File: config.mk
export PLATFORM = sky130hd
export DESIGN_NAME = alu_scrub_arbiter
export DESIGN_NICKNAME = d
export VERILOG_FILES = /design/src/rtl/alu_scrub_arbiter.sv
export SDC_FILE = /design/constraint.sdc
export NUM_CORES = 1
export LEC_CHECK = 0
export ABC_AREA = 1
export ABC_CLOCK_PERIOD_IN_PS = 3600
export BUFFER_PORTS_ARGS = -buffer_cell sky130_fd_sc_hd__buf_2
export CAP_MARGIN = 20
export CORE_MARGIN = 4
export CORE_UTILIZATION = 51
export DETAILED_ROUTE_END_ITERATION = 12
export HOLD_SLACK_MARGIN = 0.02
export PLACE_DENSITY = 0.84
export SYNTH_ARGS = -nofsm -noshare
export SYNTH_HDL_FRONTEND = slang
export SYNTH_SLANG_ARGS = --single-unit
File: constraint.sdc
create_clock -name clk -period 3.6 [get_ports clk]
set_clock_uncertainty 0.2 [all_clocks]
set_input_delay 0.54 -clock clk [delete_from_list [all_inputs] [get_ports clk]]
set_output_delay 0.54 -clock clk [all_outputs]
set_load 0.02 [all_outputs]
File: src/rtl/alu_scrub_arbiter.sv
// alu_scrub_arbiter: arbitrates the shared redundant ALU between datapath
// requests and a built-in scrubber. The scrubber issues golden vectors after
// IDLE_THRESH idle cycles, checks the voted result, and keeps a sticky fault
// flag plus a saturating mismatch counter.
// Optional feature macro: ALU_SCRUB_LOG_EN adds last_fail_idx/last_fail_result.
module alu_scrub_arbiter #(
   parameter int unsigned IDLE_THRESH = 16,
   parameter int unsigned CNT_WIDTH   = 8
) (
   input  logic                 clk,
   input  logic                 reset,
   input  logic                 req_valid,
   input  logic [31:0]          req_a,
   input  logic [31:0]          req_b,
   input  logic [2:0]           req_alucont,
   output logic                 req_ready,
   output logic                 rsp_valid,
   output logic [31:0]          rsp_result,
   output logic                 rsp_zero,
   output logic [31:0]          alu_a,
   output logic [31:0]          alu_b,
   output logic [2:0]           alu_alucont,
   input  logic [31:0]          alu_result,
   input  logic                 alu_zero,
   input  logic                 scrub_en,
   input  logic                 fault_clr,
   output logic                 scrub_busy,
   output logic                 fault,
   output logic [CNT_WIDTH-1:0] fault_count
`ifdef ALU_SCRUB_LOG_EN
   ,
   output logic [2:0]           last_fail_idx,
   output logic [31:0]          last_fail_result
`endif
);

   localparam int unsigned    IC_W   = (IDLE_THRESH > 1) ? $clog2(IDLE_THRESH) : 1;
   localparam logic [IC_W-1:0] IC_MAX = IC_W'(IDLE_THRESH - 1);

   typedef enum logic [1:0] {
      S_IDLE,
      S_DP_EXEC,
      S_SCRUB_ISSUE,
      S_SCRUB_CHECK
   } state_e;

   state_e                state_q, state_d;
   logic [IC_W-1:0]       idle_cnt_q, idle_cnt_d;
   logic [2:0]            vec_idx_q, vec_idx_d;
   logic [31:0]           alu_a_q, alu_a_d;
   logic [31:0]           alu_b_q, alu_b_d;
   logic [2:0]            alu_alucont_q, alu_alucont_d;
   logic                  rsp_valid_q, rsp_valid_d;
   logic [31:0]           rsp_result_q, rsp_result_d;
   logic                  rsp_zero_q, rsp_zero_d;
   logic                  fault_q, fault_d;
   logic [CNT_WIDTH-1:0]  fault_count_q, fault_count_d;
   logic                  mismatch;

   logic [31:0]           gold_a, gold_b, gold_res;
   logic [2:0]            gold_c;
   logic                  gold_zero;

   // Golden vector table indexed by the current scrub vector
   always_comb begin
      gold_a    = '0;
      gold_b    = '0;
      gold_c    = '0;
      gold_res  = '0;
      gold_zero = 1'b0;
      case (vec_idx_q)
         3'd0: begin gold_a = 32'd5;         gold_b = 32'd3;         gold_c = 3'b010; gold_res = 32'd8;         gold_zero = 1'b0; end
         3'd1: begin gold_a = 32'd5;         gold_b = 32'd5;         gold_c = 3'b110; gold_res = 32'd0;         gold_zero = 1'b1; end
         3'd2: begin gold_a = 32'hF0F0F0F0;  gold_b = 32'hFF00FF00;  gold_c = 3'b000; gold_res = 32'hF000F000;  gold_zero = 1'b0; end
         3'd3: begin gold_a = 32'h0F0F0F0F;  gold_b = 32'hF0F0F0F0;  gold_c = 3'b001; gold_res = 32'hFFFFFFFF;  gold_zero = 1'b0; end
         3'd4: begin gold_a = 32'd3;         gold_b = 32'd5;         gold_c = 3'b111; gold_res = 32'd1;         gold_zero = 1'b0; end
         3'd5: begin gold_a = 32'd5;         gold_b = 32'd3;         gold_c = 3'b111; gold_res = 32'd0;         gold_zero = 1'b1; end
         3'd6: begin gold_a = 32'hFFFFFFFF;  gold_b = 32'd1;         gold_c = 3'b010; gold_res = 32'd0;         gold_zero = 1'b1; end
         default: begin gold_a = 32'h80000000; gold_b = 32'd1;      gold_c = 3'b110; gold_res = 32'h7FFFFFFF;  gold_zero = 1'b0; end
      endcase
   end

   // Next-state, operand mux, idle counting and response capture
   always_comb begin
      state_d       = state_q;
      idle_cnt_d    = idle_cnt_q;
      vec_idx_d     = vec_idx_q;
      alu_a_d       = alu_a_q;
      alu_b_d       = alu_b_q;
      alu_alucont_d = alu_alucont_q;
      rsp_valid_d   = 1'b0;
      rsp_result_d  = rsp_result_q;
      rsp_zero_d    = rsp_zero_q;
      mismatch      = 1'b0;
      case (state_q)
         S_IDLE: begin
            if (req_valid) begin
               alu_a_d       = req_a;
               alu_b_d       = req_b;
               alu_alucont_d = req_alucont;
               idle_cnt_d    = '0;
               state_d       = S_DP_EXEC;
            end else if (scrub_en && (idle_cnt_q == IC_MAX)) begin
               alu_a_d       = gold_a;
               alu_b_d       = gold_b;
               alu_alucont_d = gold_c;
               state_d       = S_SCRUB_ISSUE;
            end else if (idle_cnt_q != IC_MAX) begin
               idle_cnt_d = idle_cnt_q + IC_W'(1);
            end
         end
         S_DP_EXEC: begin
            rsp_result_d = alu_result;
            rsp_zero_d   = alu_zero;
            rsp_valid_d  = 1'b1;
            state_d      = S_IDLE;
         end
         S_SCRUB_ISSUE: begin
            state_d = S_SCRUB_CHECK;
         end
         S_SCRUB_CHECK: begin
            mismatch   = ({alu_result, alu_zero} != {gold_res, gold_zero});
            vec_idx_d  = vec_idx_q + 3'd1;
            idle_cnt_d = '0;
            state_d    = S_IDLE;
         end
         default: state_d = S_IDLE;
      endcase
   end

   // Sticky fault and saturating count; a mismatch overrides a same-cycle clear
   always_comb begin
      fault_d       = fault_q;
      fault_count_d = fault_count_q;
      if (fault_clr) begin
         fault_d       = 1'b0;
         fault_count_d = '0;
      end
      if (mismatch) begin
         fault_d = 1'b1;
         if (fault_clr) begin
            fault_count_d = CNT_WIDTH'(1);
         end else if (fault_count_q != '1) begin
            fault_count_d = fault_count_q + CNT_WIDTH'(1);
         end
      end
   end

   // State and datapath registers with synchronous reset
   always_ff @(posedge clk) begin
      if (reset) begin
         state_q       <= S_IDLE;
         idle_cnt_q    <= '0;
         vec_idx_q     <= '0;
         alu_a_q       <= '0;
         alu_b_q       <= '0;
         alu_alucont_q <= '0;
         rsp_valid_q   <= 1'b0;
         rsp_result_q  <= '0;
         rsp_zero_q    <= 1'b0;
         fault_q       <= 1'b0;
         fault_count_q <= '0;
      end else begin
         state_q       <= state_d;
         idle_cnt_q    <= idle_cnt_d;
         vec_idx_q     <= vec_idx_d;
         alu_a_q       <= alu_a_d;
         alu_b_q       <= alu_b_d;
         alu_alucont_q <= alu_alucont_d;
         rsp_valid_q   <= rsp_valid_d;
         rsp_result_q  <= rsp_result_d;
         rsp_zero_q    <= rsp_zero_d;
         fault_q       <= fault_d;
         fault_count_q <= fault_count_d;
      end
   end

`ifdef ALU_SCRUB_LOG_EN
   logic [2:0]  last_fail_idx_q, last_fail_idx_d;
   logic [31:0] last_fail_result_q, last_fail_result_d;

   // Record the vector index and result of the latest mismatch
   always_comb begin
      last_fail_idx_d    = last_fail_idx_q;
      last_fail_result_d = last_fail_result_q;
      if (mismatch) begin
         last_fail_idx_d    = vec_idx_q;
         last_fail_result_d = alu_result;
      end
   end

   // Failure log registers; unaffected by fault_clr
   always_ff @(posedge clk) begin
      if (reset) begin
         last_fail_idx_q    <= '0;
         last_fail_result_q <= '0;
      end else begin
         last_fail_idx_q    <= last_fail_idx_d;
         last_fail_result_q <= last_fail_result_d;
      end
   end

   assign last_fail_idx    = last_fail_idx_q;
   assign last_fail_result = last_fail_result_q;
`endif

   assign req_ready   = (state_q == S_IDLE);
   assign scrub_busy  = (state_q == S_SCRUB_ISSUE) || (state_q == S_SCRUB_CHECK);
   assign rsp_valid   = rsp_valid_q;
   assign rsp_result  = rsp_result_q;
   assign rsp_zero    = rsp_zero_q;
   assign alu_a       = alu_a_q;
   assign alu_b       = alu_b_q;
   assign alu_alucont = alu_alucont_q;
   assign fault       = fault_q;
   assign fault_count = fault_count_q;

endmodule

==> impl_metrics.yaml <==
worst_setup_path:
  crit_path_end_kind: "register"
  crit_path_max_fanout: 10
  cp_slowest_stage_delay_ns: 0.50
  rr_endpoint: "fault_count[1]"
  crit_path_cell_trace: "inv_2, ha_1, inv_1, nand4_1, o21ai_0, nand3_1, nor2_1, nand2_4, nand2_8, nand2_1, nand2_1, nor2_1"
  startpoint_type: "register"
  critPathSlowestCell: "dfxtp_1"
  arrival_ns: 2.69
  r2r-start: "vec_idx_q[2]"
  crit_required_ns: 3.79
  crit_type: "register to register"
  reg2reg_depth: 12
  r2r_slack_ns: 1.10
layout:
  final_cells: 1044
  fin_util: 0.710
  nNetsFinal: 1013
  area_growth_pct: 34.7
  drive_above_1_share: 0.299
  final_cell_mix: "216 x buf_2, 125 x a21oi_1, 119 x dfxtp_1"
  fin_area_um2: 6970
  layout_commonest_cell: "buf_2"
timing:
  max_freq_ghz: 0.399
  hold_viol_final: 0
  fin_crit_sh: 0.695
  tns_ns: 0
  worst_slack_ns: 1.10
  relSlewSlack: 0.558
  setup_viol: 0
  whs_ns: 0.0708
  worstMarginPinSlew_ns: 0.662
  slew_viol_final: 0
  rsz0062_at_grt: "false"
  fin_crit_ns: 2.50
placed_design:
  routabilityCongestion: 0.858
  post-place-ws_ns: 1.13
  placed_cells: 1011
  dpl.hpwl_um: 10900
  port_buffers: 216
  place_area_um2: 6330
synthesis:
  synth_edf_count: 0
  synthTopCellsByArea: "dfxtp_1 46%, a21oi_1 12%, o21ai_0 11%, nand2_1 6.2%, nor2_1 4.6%"
  syn_inst: 697
  synth_top_area_cell: "dfxtp_1"
  ys_ff_latch: 119
  async_flop_share: 0
  yosysSeqAreaShare: 0.460
  synth_cell_type_count: 34
  syn_avg_cell_area_um2: 7.42
  synth_top_area_frac: 0.460
  netlist_area_um2: 5170
  synth_nets: 813
  synth_warnings: 0
  synth-main-ff-cell: "dfxtp_1"
grt:
  grt.overflow.total: 0
  grtUsageTotal: 0.260
  grt_pass1_wl_um: 24600
  antenna_found_initial: 2
  grt_pass1_vias: 5174
  grt_max_degree: 55
drt:
  drcViolationCount: 0
  vias: 5481
  postRouteAntennaNets: 0
  first_iter_violations: 412
  drt-total-wl_um: 15300
  vias_per_cell: 5.25
  avgRoutedWirePerCell_um: 14.7
  drtPass1Iterations: 5
cts:
  cts_buffers: 17
  clkLatencyLatePin_ns: 0.51
  cts-hold-fix-buffers: 0
  root_buffer: "clkbuf_8"
  cts_num_sinks: 119
  cts_resized: 0
  cts_tree: "yes"
  cts.clk_slew.worst_paths_ns: 0.06
  post-cts-setup-buffer-count: 0
  htreeDepth: 4
  clockBufferDepth: 2
power_and_ir_drop:
  total_power_mw: 5.07
  p_leak_nw: 3.41
  power.density_nw_per_um2: 727
  vdd_drop_max_mv: 0.430
floorplanning:
  dieArea_um2: 11800
  row_count: 36
  initial_core_util: 0.527
  ios: 217
  die_y_um: 109
  coreArea_um2: 9820
  fp.dieW_um: 109
min_path:
  worstHoldPathCells: 3
  whs_endpoint: "alu_b[30]"
  hold_class: "primary input to register"
  hold_start: "req_b[30]"
status:
  status: "finished, final reports clean"
run:
  drv_cap: 0
-- worst max-delay path, delay by kind of cell, from the launching register on --
family	cells	cell delay (ns)
compound gates	1	0.20
fa+ha+maj	1	0.24
buf+inv	2	0.39
flops	1	0.50
simple gates	8	0.84
-- cells by family after synthesis --
family	count (synthesis)	share of synthesized area
xor gates and xnor gates	7	0.0119
buffers and inverters	102	0.0757
DFF	119	0.460
adders and majority gates	11	0.0266
and+or+nand+nor	201	0.169
AOI/OAI and AO/OA	257	0.256
-- cell usage after synthesis, types with 2 or more instances --
cell type / number
or2_2: 2
dfxtp_1: 119
nand2_2: 4
a31oi_1: 10
ha_1: 11
o22ai_1: 3
a21oi_2: 2
o32ai_1: 2
clkinv_1: 2
buf_1: 2
o21ai_1: 3
nand2_1: 85
xor2_1: 5
inv_2: 2
nor3_1: 5
nor2_1: 63
o21ai_0: 109
xnor2_1: 2
clkbuf_1: 39
a21oi_1: 125
nand3_1: 29
nand4_1: 7
inv_1: 55
-- registers in the layout, summed over array words and instances, names as in the netlist --
| name | flops |
|---|---|
| alu_a | 32 |
| alu_b | 32 |
| rsp_result | 32 |
| fault_count | 8 |
| idle_cnt_q | 4 |
| alu_alucont | 3 |
| vec_idx_q | 3 |
| state_q | 2 |
| fault | 1 |
| rsp_valid | 1 |
| rsp_zero | 1 |
-- layer usage --
metal	track usage	vias to the layer above	wire, µm
li1	-	2765	-
met1	0.331	2487	6560
met2	0.425	195	7450
met3	0.0663	32	987
met4	0.0956	2	329
met5	0	-	19
-- power by group --
group          internal [mW]  switching, mW
registers               1.61          0.149
clock network           1.20          0.630
logic                  0.475          0.999
-- layout make-up --
type	instances	area (µm²)
inverter	59	221
fill	855	2850
antenna	1	2.50
sequential	119	2380
tap	133	166
clock buffer	18	418
clock inverter	14	223
timing repair buffer	224	1150
multi-input combinational	476	2400
-- how the worst max path moves through the flow --
stage	startpoint	end	cells after the start
after detailed placement	req_valid	alu_b[6]	6
after global routing	vec_idx_q[2]	fault_count[3]	13
after floorplan	vec_idx_q[0]	fault_count[1]	14
final	vec_idx_q[2]	fault_count[1]	12
after CTS	vec_idx_q[2]	fault_count[1]	14
after global placement	vec_idx_q[2]	fault_count[1]	14
(Power assumes the default switching activity.)
